### src/rtl/scsa_vl.sv
// Segmented carry-speculative adder with variable latency. Each segment takes its
// carry-in from the previous segment evaluated with carry-in 0, and an optional FIX cycle repairs mispredictions.
module scsa_vl #(
  parameter int WIDTH = 16,
  parameter int SEG   = 4,
  parameter int CNT_W = 16
) (
  input  logic             clk,
  input  logic             rst,
  input  logic             in_valid,
  output logic             in_ready,
  input  logic [WIDTH-1:0] a,
  input  logic [WIDTH-1:0] b,
  input  logic             cin,
  input  logic             mode,
  output logic             out_valid,
  input  logic             out_ready,
  output logic [WIDTH-1:0] sum,
  output logic             cout,
  output logic             err,
  output logic             corrected,
  output logic [CNT_W-1:0] err_cnt
);

  localparam int NSEG = WIDTH / SEG;

  typedef enum logic [1:0] {IDLE, EVAL, FIX, HOLD} state_t;

  state_t state_q, state_d;

  logic [WIDTH-1:0] a_q, b_q;
  logic             cin_q, mode_q;
  logic [WIDTH-1:0] sum_q;
  logic             cout_q, err_q, corr_q;
  logic [CNT_W-1:0] cnt_q;

  // Speculative and exact datapaths, both evaluated from the captured operands.
  logic [WIDTH-1:0] spec_sum;
  logic             spec_cout;
  logic [NSEG-1:0]  mismatch;
  logic [WIDTH:0]   exact_full;
  logic [SEG:0]     seg_raw, seg_spec, seg_true;
  logic             spec_cin, prev_gen0, true_c;

  // NOTE: every variable written here gets a default first, so no latches are inferred;
  // blocking assignments are correct in combinational logic and carry values between iterations.
  always_comb begin
    spec_sum  = '0;
    spec_cout = 1'b0;
    mismatch  = '0;
    seg_raw   = '0;
    seg_spec  = '0;
    seg_true  = '0;
    spec_cin  = 1'b0;
    prev_gen0 = 1'b0;
    true_c    = cin_q;
    for (int k = 0; k < NSEG; k++) begin
      seg_raw  = {1'b0, a_q[k*SEG +: SEG]} + {1'b0, b_q[k*SEG +: SEG]};
      spec_cin = (k == 0) ? cin_q : prev_gen0;
      seg_spec = seg_raw + {{SEG{1'b0}}, spec_cin};
      seg_true = seg_raw + {{SEG{1'b0}}, true_c};
      spec_sum[k*SEG +: SEG] = seg_spec[SEG-1:0];
      if (k > 0) mismatch[k] = spec_cin ^ true_c;
      prev_gen0 = seg_raw[SEG];
      true_c    = seg_true[SEG];
      spec_cout = seg_spec[SEG];
    end
  end

  assign exact_full = {1'b0, a_q} + {1'b0, b_q} + {{WIDTH{1'b0}}, cin_q};

  logic ready_c, load_spec, load_exact, accept;

  always_comb begin
    state_d    = state_q;
    ready_c    = 1'b0;
    load_spec  = 1'b0;
    load_exact = 1'b0;
    unique case (state_q)
      IDLE: begin
        ready_c = 1'b1;
        if (in_valid) state_d = EVAL;
      end
      EVAL: begin
        if (mode_q || (mismatch == '0)) begin
          load_spec = 1'b1;
          state_d   = HOLD;
        end else begin
          state_d = FIX;
        end
      end
      FIX: begin
        load_exact = 1'b1;
        state_d    = HOLD;
      end
      HOLD: begin
        ready_c = out_ready;
        if (out_ready) state_d = in_valid ? EVAL : IDLE;
      end
      default: state_d = IDLE;
    endcase
  end

  assign in_ready = ready_c & ~rst;
  assign accept   = in_valid & in_ready;

  // NOTE: the captured operands are reset along with the control state so that
  // nothing from an aborted operation is observable after reset.
  always_ff @(posedge clk) begin
    if (rst) begin
      state_q <= IDLE;
      a_q     <= '0;
      b_q     <= '0;
      cin_q   <= 1'b0;
      mode_q  <= 1'b0;
      sum_q   <= '0;
      cout_q  <= 1'b0;
      err_q   <= 1'b0;
      corr_q  <= 1'b0;
      cnt_q   <= '0;
    end else begin
      state_q <= state_d;
      if (accept) begin
        a_q    <= a;
        b_q    <= b;
        cin_q  <= cin;
        mode_q <= mode;
      end
      if (load_spec) begin
        sum_q  <= spec_sum;
        cout_q <= spec_cout;
        err_q  <= |mismatch;
        corr_q <= 1'b0;
      end
      if (load_exact) begin
        sum_q  <= exact_full[WIDTH-1:0];
        cout_q <= exact_full[WIDTH];
        err_q  <= 1'b1;
        corr_q <= 1'b1;
      end
      // Counted once per operation, in either mode, holding at all-ones.
      if ((state_q == EVAL) && (mismatch != '0) && (cnt_q != {CNT_W{1'b1}}))
        cnt_q <= cnt_q + 1'b1;
    end
  end

  assign out_valid = (state_q == HOLD);
  assign sum       = sum_q;
  assign cout      = cout_q;
  assign err       = err_q;
  assign corrected = corr_q;
  assign err_cnt   = cnt_q;

endmodule
### config.mk
export PLATFORM = sky130hd
export DESIGN_NAME = scsa_vl
export DESIGN_NICKNAME = d
export VERILOG_FILES = /design/src/rtl/scsa_vl.sv
export SDC_FILE = /design/constraint.sdc
export NUM_CORES = 1
export LEC_CHECK = 0
export BUFFER_PORTS_ARGS = -buffer_cell sky130_fd_sc_hd__buf_2
export CAP_MARGIN = 0
export CORE_MARGIN = 2
export CORE_UTILIZATION = 63
export CTS_BUF_LIST = sky130_fd_sc_hd__clkbuf_4 sky130_fd_sc_hd__clkbuf_8
export CTS_CLUSTER_SIZE = 14
export DETAILED_ROUTE_END_ITERATION = 16
export PLACE_DENSITY_LB_ADDON = 0.3
export RECOVER_POWER = 25
export REMOVE_ABC_BUFFERS = 1
export SYNTH_ARGS = -nofsm -noshare
export SYNTH_HDL_FRONTEND = slang
export SYNTH_SLANG_ARGS = --single-unit
### constraint.sdc
create_clock -name clk -period 8.35 [get_ports clk]
set_input_delay 2.0875 -clock clk [delete_from_list [all_inputs] [get_ports clk]]
set_output_delay 2.0875 -clock clk [all_outputs]
set_load 0.005 [all_outputs]
==> key figures <==
Layout
  – Commonest non-fill, non-tap cell in the layout: nand2_1
  – Antenna fix cells: 0
  – Layout net count: 655
  – Ratio of cells with drive above 1 in the final layout: 16.5%
  – Layout Cells excl Fill: 667
  – Area Overhead vs Synth: 12.6%
  – Most frequent cells in the layout: 91 x nand2_1, 71 x dfxtp_1, 67 x buf_2, 46 x nand3_1, 40 x a21oi_1

Synth
  – Synth warn: 0
  – Yosys top cell by area: dfxtp_1
  – Gate Count Post-Synth: 521
  – Top post-synthesis cells by area: dfxtp_1 33%, ha_1 8.5%, nand2_1 8.0%, nand3_1 5.4%, a21oi_1 4.7%
  – Synthesized area: 4280 µm²
  – Mean Syn Cell Area: a little over 8 µm²
  – EDFF count, synth: 0
  – Top FF cell, synth: dfxtp_1
  – Share of the synthesized area in the top cell type: between 30% and 40%
  – FFs w/ async S/R, synth: 0%
  – Netlist cell types: 64
  – #FFs+latches synth: a little over 70
  – Sequential area share after synthesis: 33.2%

Global route
  – Largest net degree at the start of global routing: 43
  – Grt total ovfl: 0
  – First-pass GRT wire length: 16.6 mm
  – Initial antenna violation count: 0
  – Vias in the first global route: 3719
  – Total track usage: 27.7%

Clock tree
  – Clk Latency, worst-skew pair: roughly 0.36 ns
  – CTS buffer count: 9
  – Post CTS Setup Buffer Count: 0
  – CTS tree: built
  – Clock Sinks: about 70
  – Clock transition at the registers of the reported paths: 0.08 ns
  – Post-CTS sizing: 0
  – Max Root-Sink Buffers: 2
  – H-Tree Depth: 3
  – Clock root buffer: clkbuf_8
  – Cts hold-fix bufs: 0

Timing
  – Max-slew violations: 0
  – Final Hold Vio Count: 0
  – Layout Skew: 0.00677 ns
  – RSZ-0062 raised after global routing: false
  – Post-Route Setup TNS: 0 ns
  – F_max: 198 MHz
  – Worst slew pin tran: 1.38 ns
  – Slew HR: 7.32%
  – Final setup fails: 0
  – Minimum clock period: 5.05 ns
  – Part of the cycle the worst path needs: 60.5%

Worst setup path
  – Critical path type: input pin to output pin
  – Worst Path Arrival: 2.97 ns
  – Peak fanout along the critical path: 36
  – CP required: ~6.3 ns
  – CP Capture Type: output pin
  – CP startpoint kind: input pin

Detailed routing
  – 1st-iter DRT viols: 188
  – Routed WL: 10.1 mm
  – Via count: 3992
  – WL/cell: 15.1 µm
  – Met3 Routed Length: approximately 530 µm
  – Vias per cell: 5.99
  – Post-route DRC: 0
  – Met1 WL: 4.35 mm
  – Metal2 WL: around 5.0 mm
  – DR pass1 iterations: 4
  – Top Layer Used: met4
  – Antenna Violating Nets Remaining: 0

Place
  – RePlAce Congestion: 0.889
  – Cells after DPL: 651
  – HPWL Detailed: 7.10 mm
  – Input/output buffers: 74

Floorplanning
  – Core region area: 6680 µm²
  – DIE WIDTH: between 80 and 90 µm
  – Starting Density: between 60% and 70%
  – # IOs: 75
  – Die height: approximately 86 µm
  – Die area: 7460 µm²
  – Row cnt: 30

Outcome
  – Status: finished, final reports clean

Power
  – Pwr/cell area: 270 nW/µm²
  – VDD IR-drop max: 0.204 mV
  – Pleak: 2.25 nW

Worst hold path
  – Hold Crit Class: flop to flop

Job
  – Maxcap violations: 0
## kinds of logic (layout without fill, tap and decap cells)
| kind of cell | count (synthesis) | after routing | share of synthesized area (%) |
|---|---|---|---|
| fa+ha+maj | 35 | 35 | 11.3 |
| simple gates | 223 | 223 | 25.9 |
| mux | 16 | 16 | 3.83 |
| flops | 71 | 71 | 33.2 |
| xor+xnor | 21 | 21 | 4.30 |
| buf+inv | 42 | 108 | 4.10 |
| compound gates | 113 | 113 | 17.3 |
## cell type report
type                    count  area, µm²
repair buffers             77        377
clock buffers              10        138
clock inverters             6       60.1
inverters                  15       56.3
fillers                   539       1870
well taps                  80        100
multi-input cells         408       2660
flip-flops and latches     71       1420
## cells in the mapped netlist, drive strengths merged (6+ instances only)
library cell	count
mux2i	13
a21oi	41
nand3	46
a21o	9
o21ai	18
fa	6
dfxtp	71
buf	9
clkbuf	18
or3	11
xor2	9
o31ai	9
nand2	91
nor2	26
a211oi	10
ha	29
xnor2	12
inv	15
## metrics by stage
stage / area, µm² / hold WS, ns / total power [mW] / worst slack, ns / util [%]
floorplan: 4160 / 0.438 / 0.863 / 3.51 / -
global placement: 4660 / 0.448 / 0.999 / 3.34 / 69.7
detailed placement: 4660 / 0.452 / 1.02 / 3.31 / 69.7
CTS: 4850 / 0.464 / 1.30 / 3.31 / 72.6
global route: 4810 / 0.473 / 1.39 / 3.24 / 72.0
finish: 4810 / 0.463 / 1.30 / 3.30 / 72.0
## worst max-delay path, stage by stage
cell and delay, ns:
buf_2 0.54, nor3_1 0.16, buf_2 0.17
## worst paths after layout
check	startpoint	endpoint	slack (ns)	cells after the start
max	rst	in_ready	3.30	3
min	b_q[7]$_SDFFE_PP0P_	b_q[7]$_SDFFE_PP0P_	0.46	2
min reg2reg	b_q[7]$_SDFFE_PP0P_	b_q[7]$_SDFFE_PP0P_	0.46	2
max reg2reg	a_q[4]$_SDFFE_PP0P_	err_cnt[14]$_SDFFE_PP0P_	4.75	9
## state kept, by name, indices dropped and copies added (netlist names), 2 cells and up
| register | cells |
|---|---|
| state_q | 2 |
| sum | 16 |
| b_q | 16 |
| err_cnt | 16 |
| a_q | 16 |
## power by group
part           leakage (nW)  internal (mW)  switching (mW)
Clock                0.0981          0.144           0.138
Combinational          1.58          0.217           0.329
Sequential            0.578          0.417          0.0553
## metal layers
layer | track usage, % | vias to the layer above
li1 | - | 1981
met1 | 33.4 | 1871
met3 | 4.67 | 25
met4 | 12.5 | 0
met2 | 48.1 | 115
met5 | 0 | -
Note: power is estimated with default switching activity, not from simulation.
